### src/rtl/btn_pkg.sv
// -----------------------------------------------------------------------------
// btn_pkg
// Shared definitions for the button scan controller: the per-channel state
// encoding and the default timing constants for a 100 MHz system clock.
//   DEF_TICK_CYC     : clock cycles per sample tick (1 ms at 100 MHz)
//   DEF_STABLE_TICKS : consecutive differing samples needed to flip a level
//   DEF_LONG_TICKS   : ticks a press must be held to count as a long press
// -----------------------------------------------------------------------------
package btn_pkg;

    typedef enum logic [1:0] {
        IDLE      = 2'd0,
        PRESSED   = 2'd1,
        LONG_HELD = 2'd2
    } btn_state_e;

    localparam int DEF_TICK_CYC     = 100000;
    localparam int DEF_STABLE_TICKS = 10;
    localparam int DEF_LONG_TICKS   = 1000;

endpackage

### src/rtl/btn_chan.sv
// -----------------------------------------------------------------------------
// btn_chan
// One button channel: two-flop synchroniser, tick-sampled debounce counter,
// hold counter and a press / long-press / release classifier.
// Ports:
//   i_clk      : system clock
//   i_rst_n    : asynchronous active-low reset
//   i_tick     : shared one-cycle sample strobe from the prescaler
//   i_btn      : raw asynchronous button pin, active high
//   o_dboun    : debounced level
//   o_press    : one-cycle pulse on the debounced rising edge
//   o_release  : one-cycle pulse on the debounced falling edge
//   o_long     : one-cycle pulse once a press has been held LONG_TICKS ticks
// -----------------------------------------------------------------------------
module btn_chan
    import btn_pkg::*;
#(
    parameter int STABLE_TICKS = DEF_STABLE_TICKS,
    parameter int LONG_TICKS   = DEF_LONG_TICKS
) (
    input  logic i_clk,
    input  logic i_rst_n,
    input  logic i_tick,
    input  logic i_btn,
    output logic o_dboun,
    output logic o_press,
    output logic o_release,
    output logic o_long
);

    localparam int STAB_W = $clog2(STABLE_TICKS + 1);
    localparam int HOLD_W = $clog2(LONG_TICKS + 1);
    localparam logic [STAB_W-1:0] STAB_LAST = STAB_W'(STABLE_TICKS - 1);
    localparam logic [HOLD_W-1:0] HOLD_LAST = HOLD_W'(LONG_TICKS - 1);

    logic              r_sync1;
    logic              r_sync2;
    logic              r_dboun;
    logic [STAB_W-1:0] r_stab_cnt;
    logic [HOLD_W-1:0] r_hold_cnt;
    btn_state_e        r_state;
    logic              r_press;
    logic              r_release;
    logic              r_long;

    logic w_differs;
    logic w_flip;
    logic w_rise;
    logic w_fall;

    // The synchronised sample disagrees with the debounced level; when that
    // happens on a tick that completes the stability run, the level flips on
    // this edge. The FSM sees the same flip so its pulses line up with it.
    assign w_differs = (r_sync2 != r_dboun);
    assign w_flip    = i_tick & w_differs & (r_stab_cnt == STAB_LAST);
    assign w_rise    = w_flip &  r_sync2;
    assign w_fall    = w_flip & ~r_sync2;

    // Two-flop synchroniser: the only place the raw pin is read, so the
    // metastable first stage never reaches any decision logic.
    always_ff @(posedge i_clk or negedge i_rst_n) begin
        if (!i_rst_n) begin
            r_sync1 <= 1'b0;
            r_sync2 <= 1'b0;
        end else begin
            r_sync1 <= i_btn;
            r_sync2 <= r_sync1;
        end
    end

    // Debounce: on each tick, count consecutive samples that differ from the
    // debounced level. A single agreeing sample (a bounce) restarts the run.
    // Completing the run adopts the new level and clears the counter.
    always_ff @(posedge i_clk or negedge i_rst_n) begin
        if (!i_rst_n) begin
            r_dboun    <= 1'b0;
            r_stab_cnt <= '0;
        end else if (i_tick) begin
            if (!w_differs) begin
                r_stab_cnt <= '0;
            end else if (w_flip) begin
                r_stab_cnt <= '0;
                r_dboun    <= r_sync2;
            end else begin
                r_stab_cnt <= r_stab_cnt + STAB_W'(1);
            end
        end
    end

    // Event classifier. Pulses are registered and default low every cycle.
    // A falling level is checked before the long-press threshold so a
    // release on the threshold tick wins and no long pulse is emitted.
    // In LONG_HELD the hold counter stays frozen so the long pulse cannot
    // repeat within one press.
    always_ff @(posedge i_clk or negedge i_rst_n) begin
        if (!i_rst_n) begin
            r_state    <= IDLE;
            r_hold_cnt <= '0;
            r_press    <= 1'b0;
            r_release  <= 1'b0;
            r_long     <= 1'b0;
        end else begin
            r_press   <= 1'b0;
            r_release <= 1'b0;
            r_long    <= 1'b0;
            case (r_state)
                IDLE: begin
                    if (w_rise) begin
                        r_state    <= PRESSED;
                        r_press    <= 1'b1;
                        r_hold_cnt <= '0;
                    end
                end
                PRESSED: begin
                    if (w_fall) begin
                        r_state   <= IDLE;
                        r_release <= 1'b1;
                    end else if (i_tick) begin
                        r_hold_cnt <= r_hold_cnt + HOLD_W'(1);
                        if (r_hold_cnt == HOLD_LAST) begin
                            r_long  <= 1'b1;
                            r_state <= LONG_HELD;
                        end
                    end
                end
                LONG_HELD: begin
                    if (w_fall) begin
                        r_state   <= IDLE;
                        r_release <= 1'b1;
                    end
                end
                default: begin
                    r_state <= IDLE;
                end
            endcase
        end
    end

    assign o_dboun   = r_dboun;
    assign o_press   = r_press;
    assign o_release = r_release;
    assign o_long    = r_long;

endmodule

### src/rtl/btn_scan_ctrl.sv
// -----------------------------------------------------------------------------
// btn_scan_ctrl
// Debounce controller for N_BTN push-buttons sharing one sample timebase.
// A single prescaler produces TICK, which every channel uses to sample its
// synchronised button, so no channel needs its own wide timer.
// Ports:
//   CLK          : system clock (100 MHz)
//   RST_N        : asynchronous active-low reset
//   BTN          : raw button pins, active high
//   BTN_DBOUN    : debounced levels
//   BTN_PRESS    : one-cycle pulses on debounced rising edges
//   BTN_RELEASE  : one-cycle pulses on debounced falling edges
//   BTN_LONG     : one-cycle pulses on long presses, at most once per press
//   TICK         : one-cycle sample strobe, exported for other consumers
// -----------------------------------------------------------------------------
module btn_scan_ctrl
    import btn_pkg::*;
#(
    parameter int N_BTN        = 4,
    parameter int TICK_CYC     = DEF_TICK_CYC,
    parameter int STABLE_TICKS = DEF_STABLE_TICKS,
    parameter int LONG_TICKS   = DEF_LONG_TICKS
) (
    input  logic             CLK,
    input  logic             RST_N,
    input  logic [N_BTN-1:0] BTN,
    output logic [N_BTN-1:0] BTN_DBOUN,
    output logic [N_BTN-1:0] BTN_PRESS,
    output logic [N_BTN-1:0] BTN_RELEASE,
    output logic [N_BTN-1:0] BTN_LONG,
    output logic             TICK
);

    localparam int PRESC_W = $clog2(TICK_CYC);
    localparam logic [PRESC_W-1:0] PRESC_LAST = PRESC_W'(TICK_CYC - 1);

    logic [PRESC_W-1:0] r_presc;
    logic               w_tick;

    // The strobe is a decode of the counter's terminal value, so it is high
    // for exactly one cycle per period and low while the counter sits at 0
    // in reset.
    assign w_tick = (r_presc == PRESC_LAST);
    assign TICK   = w_tick;

    // Prescaler: free-running 0..TICK_CYC-1, wrapping on the strobe cycle.
    always_ff @(posedge CLK or negedge RST_N) begin
        if (!RST_N) begin
            r_presc <= '0;
        end else if (w_tick) begin
            r_presc <= '0;
        end else begin
            r_presc <= r_presc + PRESC_W'(1);
        end
    end

    // One independent channel per button; all share the same strobe, so
    // simultaneous edges produce simultaneous pulses without arbitration.
    for (genvar g = 0; g < N_BTN; g++) begin : g_chan
        btn_chan #(
            .STABLE_TICKS (STABLE_TICKS),
            .LONG_TICKS   (LONG_TICKS)
        ) u_chan (
            .i_clk     (CLK),
            .i_rst_n   (RST_N),
            .i_tick    (w_tick),
            .i_btn     (BTN[g]),
            .o_dboun   (BTN_DBOUN[g]),
            .o_press   (BTN_PRESS[g]),
            .o_release (BTN_RELEASE[g]),
            .o_long    (BTN_LONG[g])
        );
    end

endmodule

### config.mk
export PLATFORM = sky130hd
export DESIGN_NAME = btn_scan_ctrl
export DESIGN_NICKNAME = d
export VERILOG_FILES = /design/src/rtl/btn_pkg.sv /design/src/rtl/btn_chan.sv /design/src/rtl/btn_scan_ctrl.sv
export SDC_FILE = /design/constraint.sdc
export NUM_CORES = 1
export LEC_CHECK = 0
export ABC_AREA = 1
export CAP_MARGIN = 20
export CORE_MARGIN = 8
export CORE_UTILIZATION = 61
export DETAILED_ROUTE_END_ITERATION = 10
export GPL_ROUTABILITY_DRIVEN = 0
export PLACE_DENSITY = 0.87
export SLEW_MARGIN = 20
export SYNTH_ARGS = -nofsm -noshare
export SYNTH_HDL_FRONTEND = slang
export SYNTH_SLANG_ARGS = --single-unit
### constraint.sdc
create_clock -name CLK -period 2.8 [get_ports CLK]
set_clock_uncertainty 0.1 [all_clocks]
set_input_delay 0.84 -clock CLK [delete_from_list [all_inputs] [get_ports CLK]]
set_output_delay 0.84 -clock CLK [all_outputs]
set_load 0.05 [all_outputs]
==> summary.txt <==
Run
  • Max-cap violations: 0

Status
  • Outcome: complete, no violations

Timing
  • Final Hold Fails: 0
  • Minimum clock period after layout: 2.67 ns
  • Fmax: 375 MHz
  • Sum of negative setup slack: 0 ns
  • RSZ-0062 raised after global routing: no
  • Slew at the pin closest to its max-slew limit: 0.505 ns
  • Final Slew Violations: 0
  • Fin crit share: a little over nine tenths
  • Relative slew slack: 66.2%
  • Final Setup Violations: 0

Critical path
  • CP peak stage delay: 0.40 ns
  • Slowest CP cell: dfrtp_1
  • Worst Setup Start Kind: register
  • Crit path kind: register to primary output
  • Worst EP required: about 1.9 ns
  • Arrival @ worst endpoint: 1.73 ns
  • Crit. End Element: primary output
  • Worst-path cell chain: ha_1 -> nand2_1 -> nor2_4 -> nand3_4 -> nor2_8 -> buf_12
  • CP Max Fanout: 5

Floorplan
  • Ports: 23
  • Die Width: 115 um
  • Placeable Area: 9640 um^2
  • Row cnt: 36
  • Die Area: 13200 um^2
  • Initial Util: 62.1%
  • Die Ht: 115 um

Layout
  • Register area: between 2000 and 3000 um^2
  • Fill cells: around 770
  • Ant diodes: 0
  • Area Overhead vs Synth: 7.93%
  • Final net count: 803
  • Multi-input logic area: 2820 um^2
  • Share of layout cells above drive strength 1: under 10%

Clock tree
  • Clk pin slew, worst setup/hold paths: 0.10 ns
  • H-Tree Depth: 3
  • # clock sinks: 105
  • Clock latency on the worst-skew pair: ~0.38 ns
  • Inserted Clock Buffers: 9
  • Clock Tree Root: clkbuf_8
  • CTS tree: built
  • CTS max path bufs: 2
  • Cts hold-fix bufs: 0

Power
  • Seq pwr share: roughly three fifths
  • Max IR drop VDD: 360 uV
  • Switch share: approximately 23%
  • Psw: 0.580 mW
  • P per Cell Area: roughly 390 nW/um^2
  • Leak: 3.18 nW
  • Int Power: about 1.9 mW
  • Clk pwr share: 37.1%
  • Combinational power share: 1.8%
  • Pwr Total: 2.50 mW

Yosys
  • Number of enable flip-flop cells after synthesis: 0
  • Yosys Warn Count: 0
  • Syn Inst Count: 759
  • Synth top cells by count: nand2_1, dfrtp_1, inv_1
  • Synth area leaders: dfrtp_1, nand2_1, inv_1, ha_1, nor2_1
  • Synth Net Count: 790
  • Post-synth ARST share: 100%
  • Post-synth top area share: between 40% and 50%
  • Cell with the most instances after synthesis: nand2_1
  • Synth cell types: 38
  • Syn Std Cell Area: 5980 um^2
  • Register area share after synthesis: 43.9%
  • Synth Flop Type: dfrtp_1
  • Synthesized flop and latch total: 105
  • Post-synth top area cell: dfrtp_1
  • Mean post-synth cell area: 7.88 um^2

GRT
  • Initial antenna violation count: 0
  • First-pass GRT wire length: approximately 22 mm
  • Number of global-route vias before repair: approximately 5100
  • Total GRT Usage: 20.0%
  • Congestion Overflow GR: 0
  • Largest net degree at the start of global routing: 57

Route
  • Remaining antenna violation count: 0
  • Initial drt markers: 344
  • Vias per inst: ~5.7
  • DR pass1 iterations: 5
  • WL/cell: 13.6 um
  • Routed vias: 5144
  • # DRC: 0
  • Drt total wl: 12.4 mm

Worst hold path
  • Hold WC Path Type: input port to async pin

Place
  • IO Port Bufs: 22
  • HPWL after detailed placement: 8.73 mm
-- logic make-up after synthesis --
group / after synthesis / synth area share, %
fa+ha+maj: 25 / 5.23
simple gates: 417 / 31.9
flops: 105 / 43.9
compound gates: 70 / 6.46
xor+xnor: 20 / 2.93
buf+inv: 121 / 9.37
mux: 1 / 0.167
-- final timing paths --
check	from	endpoint	slack (ns)	cells past startpoint
max reg2reg	r_presc[0]	g_chan[3].u_chan.r_hold_cnt[6]	0.22	12
min	RST_N	g_chan[2].u_chan.o_release	0.26	1
min in group CLK	g_chan[2].u_chan.r_sync1	g_chan[2].u_chan.r_sync2	0.26	0
max in group asynchronous	RST_N	g_chan[3].u_chan.r_hold_cnt[3]	1.69	2
max	r_presc[0]	TICK	0.13	6
min reg2reg	g_chan[2].u_chan.r_sync1	g_chan[2].u_chan.r_sync2	0.26	0
-- registers in the layout, summed over array words and instances (netlist names) --
| signal | count |
|---|---|
| g_chan.u_chan.o_dboun | 4 |
| g_chan.u_chan.o_long | 4 |
| g_chan.u_chan.o_press | 4 |
| g_chan.u_chan.o_release | 4 |
| g_chan.u_chan.r_hold_cnt | 40 |
| g_chan.u_chan.r_stab_cnt | 16 |
| g_chan.u_chan.r_state | 8 |
| g_chan.u_chan.r_sync1 | 4 |
| g_chan.u_chan.r_sync2 | 4 |
| r_presc | 17 |
-- layout by cell type (no fill, tap or decap), types with 3 or more instances in the layout --
cell             Yosys  final
a21oi_1             27     27
a21oi_2              4      4
buf_4               19      9
clkbuf_8             0     11
clkdlybuf4s50_1      0     20
dfrtp_1            105    105
ha_1                25     25
inv_1               86     86
inv_2                3      3
nand2_1            205    205
nand2_2              4      3
nand3_1             56     56
nand3b_1             5      5
nand4_1             30     30
nand4_2              5      5
nor2_1              77     77
nor2_2               3      3
nor3_1              20     20
nor3b_1              3      3
o21ai_0             28     28
o22ai_1              4      4
xnor2_1              4      4
xor2_1              16     16
-- routing by layer --
metal / vias up / track usage (%) / part of all wire [%]
met3: 27 / 4.99 / 5.2
met5: - / 0 / 0
li1: 2472 / - / -
met1: 2492 / 22.5 / 42
met2: 153 / 35.2 / 51
met4: 0 / 8.76 / 1.7
-- critical path, delay by kind of cell (launching register included) --
| kind | cells | cell delay [ns] |
|---|---|---|
| simple gates | 4 | 0.59 |
| flops | 1 | 0.40 |
| fa+ha+maj | 1 | 0.20 |
| buf+inv | 1 | 0.15 |
-- area by class of cell --
class,count,area share [%]
multi-input cells,534,43.7
well taps,133,2.58
flip-flops and latches,105,40.7
clock inverters,5,0.678
repair buffers,31,4.77
clock buffers,11,2.34
inverters,91,5.29
-- metrics by stage --
step | util [%] | hold slack, ns | worst slack [ns] | instance area, um^2 | instances
global route | 67.0 | 0.262 | 0.0185 | 6460 | 910
global placement | 64.6 | 0.234 | 0.404 | 6230 | 892
CTS | 66.9 | 0.251 | 0.0421 | 6440 | 910
floorplan | - | 0.231 | 0.433 | 5980 | 759
finish | 67.0 | 0.260 | 0.131 | 6460 | 910
detailed placement | 64.6 | 0.235 | 0.223 | 6230 | 892
-- power groups by stage --
stage | Combinational, mW | Clock, mW | Sequential (mW)
floorplan | 0.00502 | 0 | 1.55
global placement | 0.0464 | 0 | 1.55
detailed placement | 0.0475 | 0 | 1.55
CTS | 0.0477 | 0.957 | 1.53
global route | 0.0532 | 1.01 | 1.53
finish | 0.0446 | 0.927 | 1.52
-- what timing repair did --
action	in CTS	in global routing
buffers inserted	1	0
gates resized for setup	0	2
setup endpoints to repair	1	13
pin swaps	1	0
cloned	1	0
No activity file was read; power rests on OpenSTA's default activity.
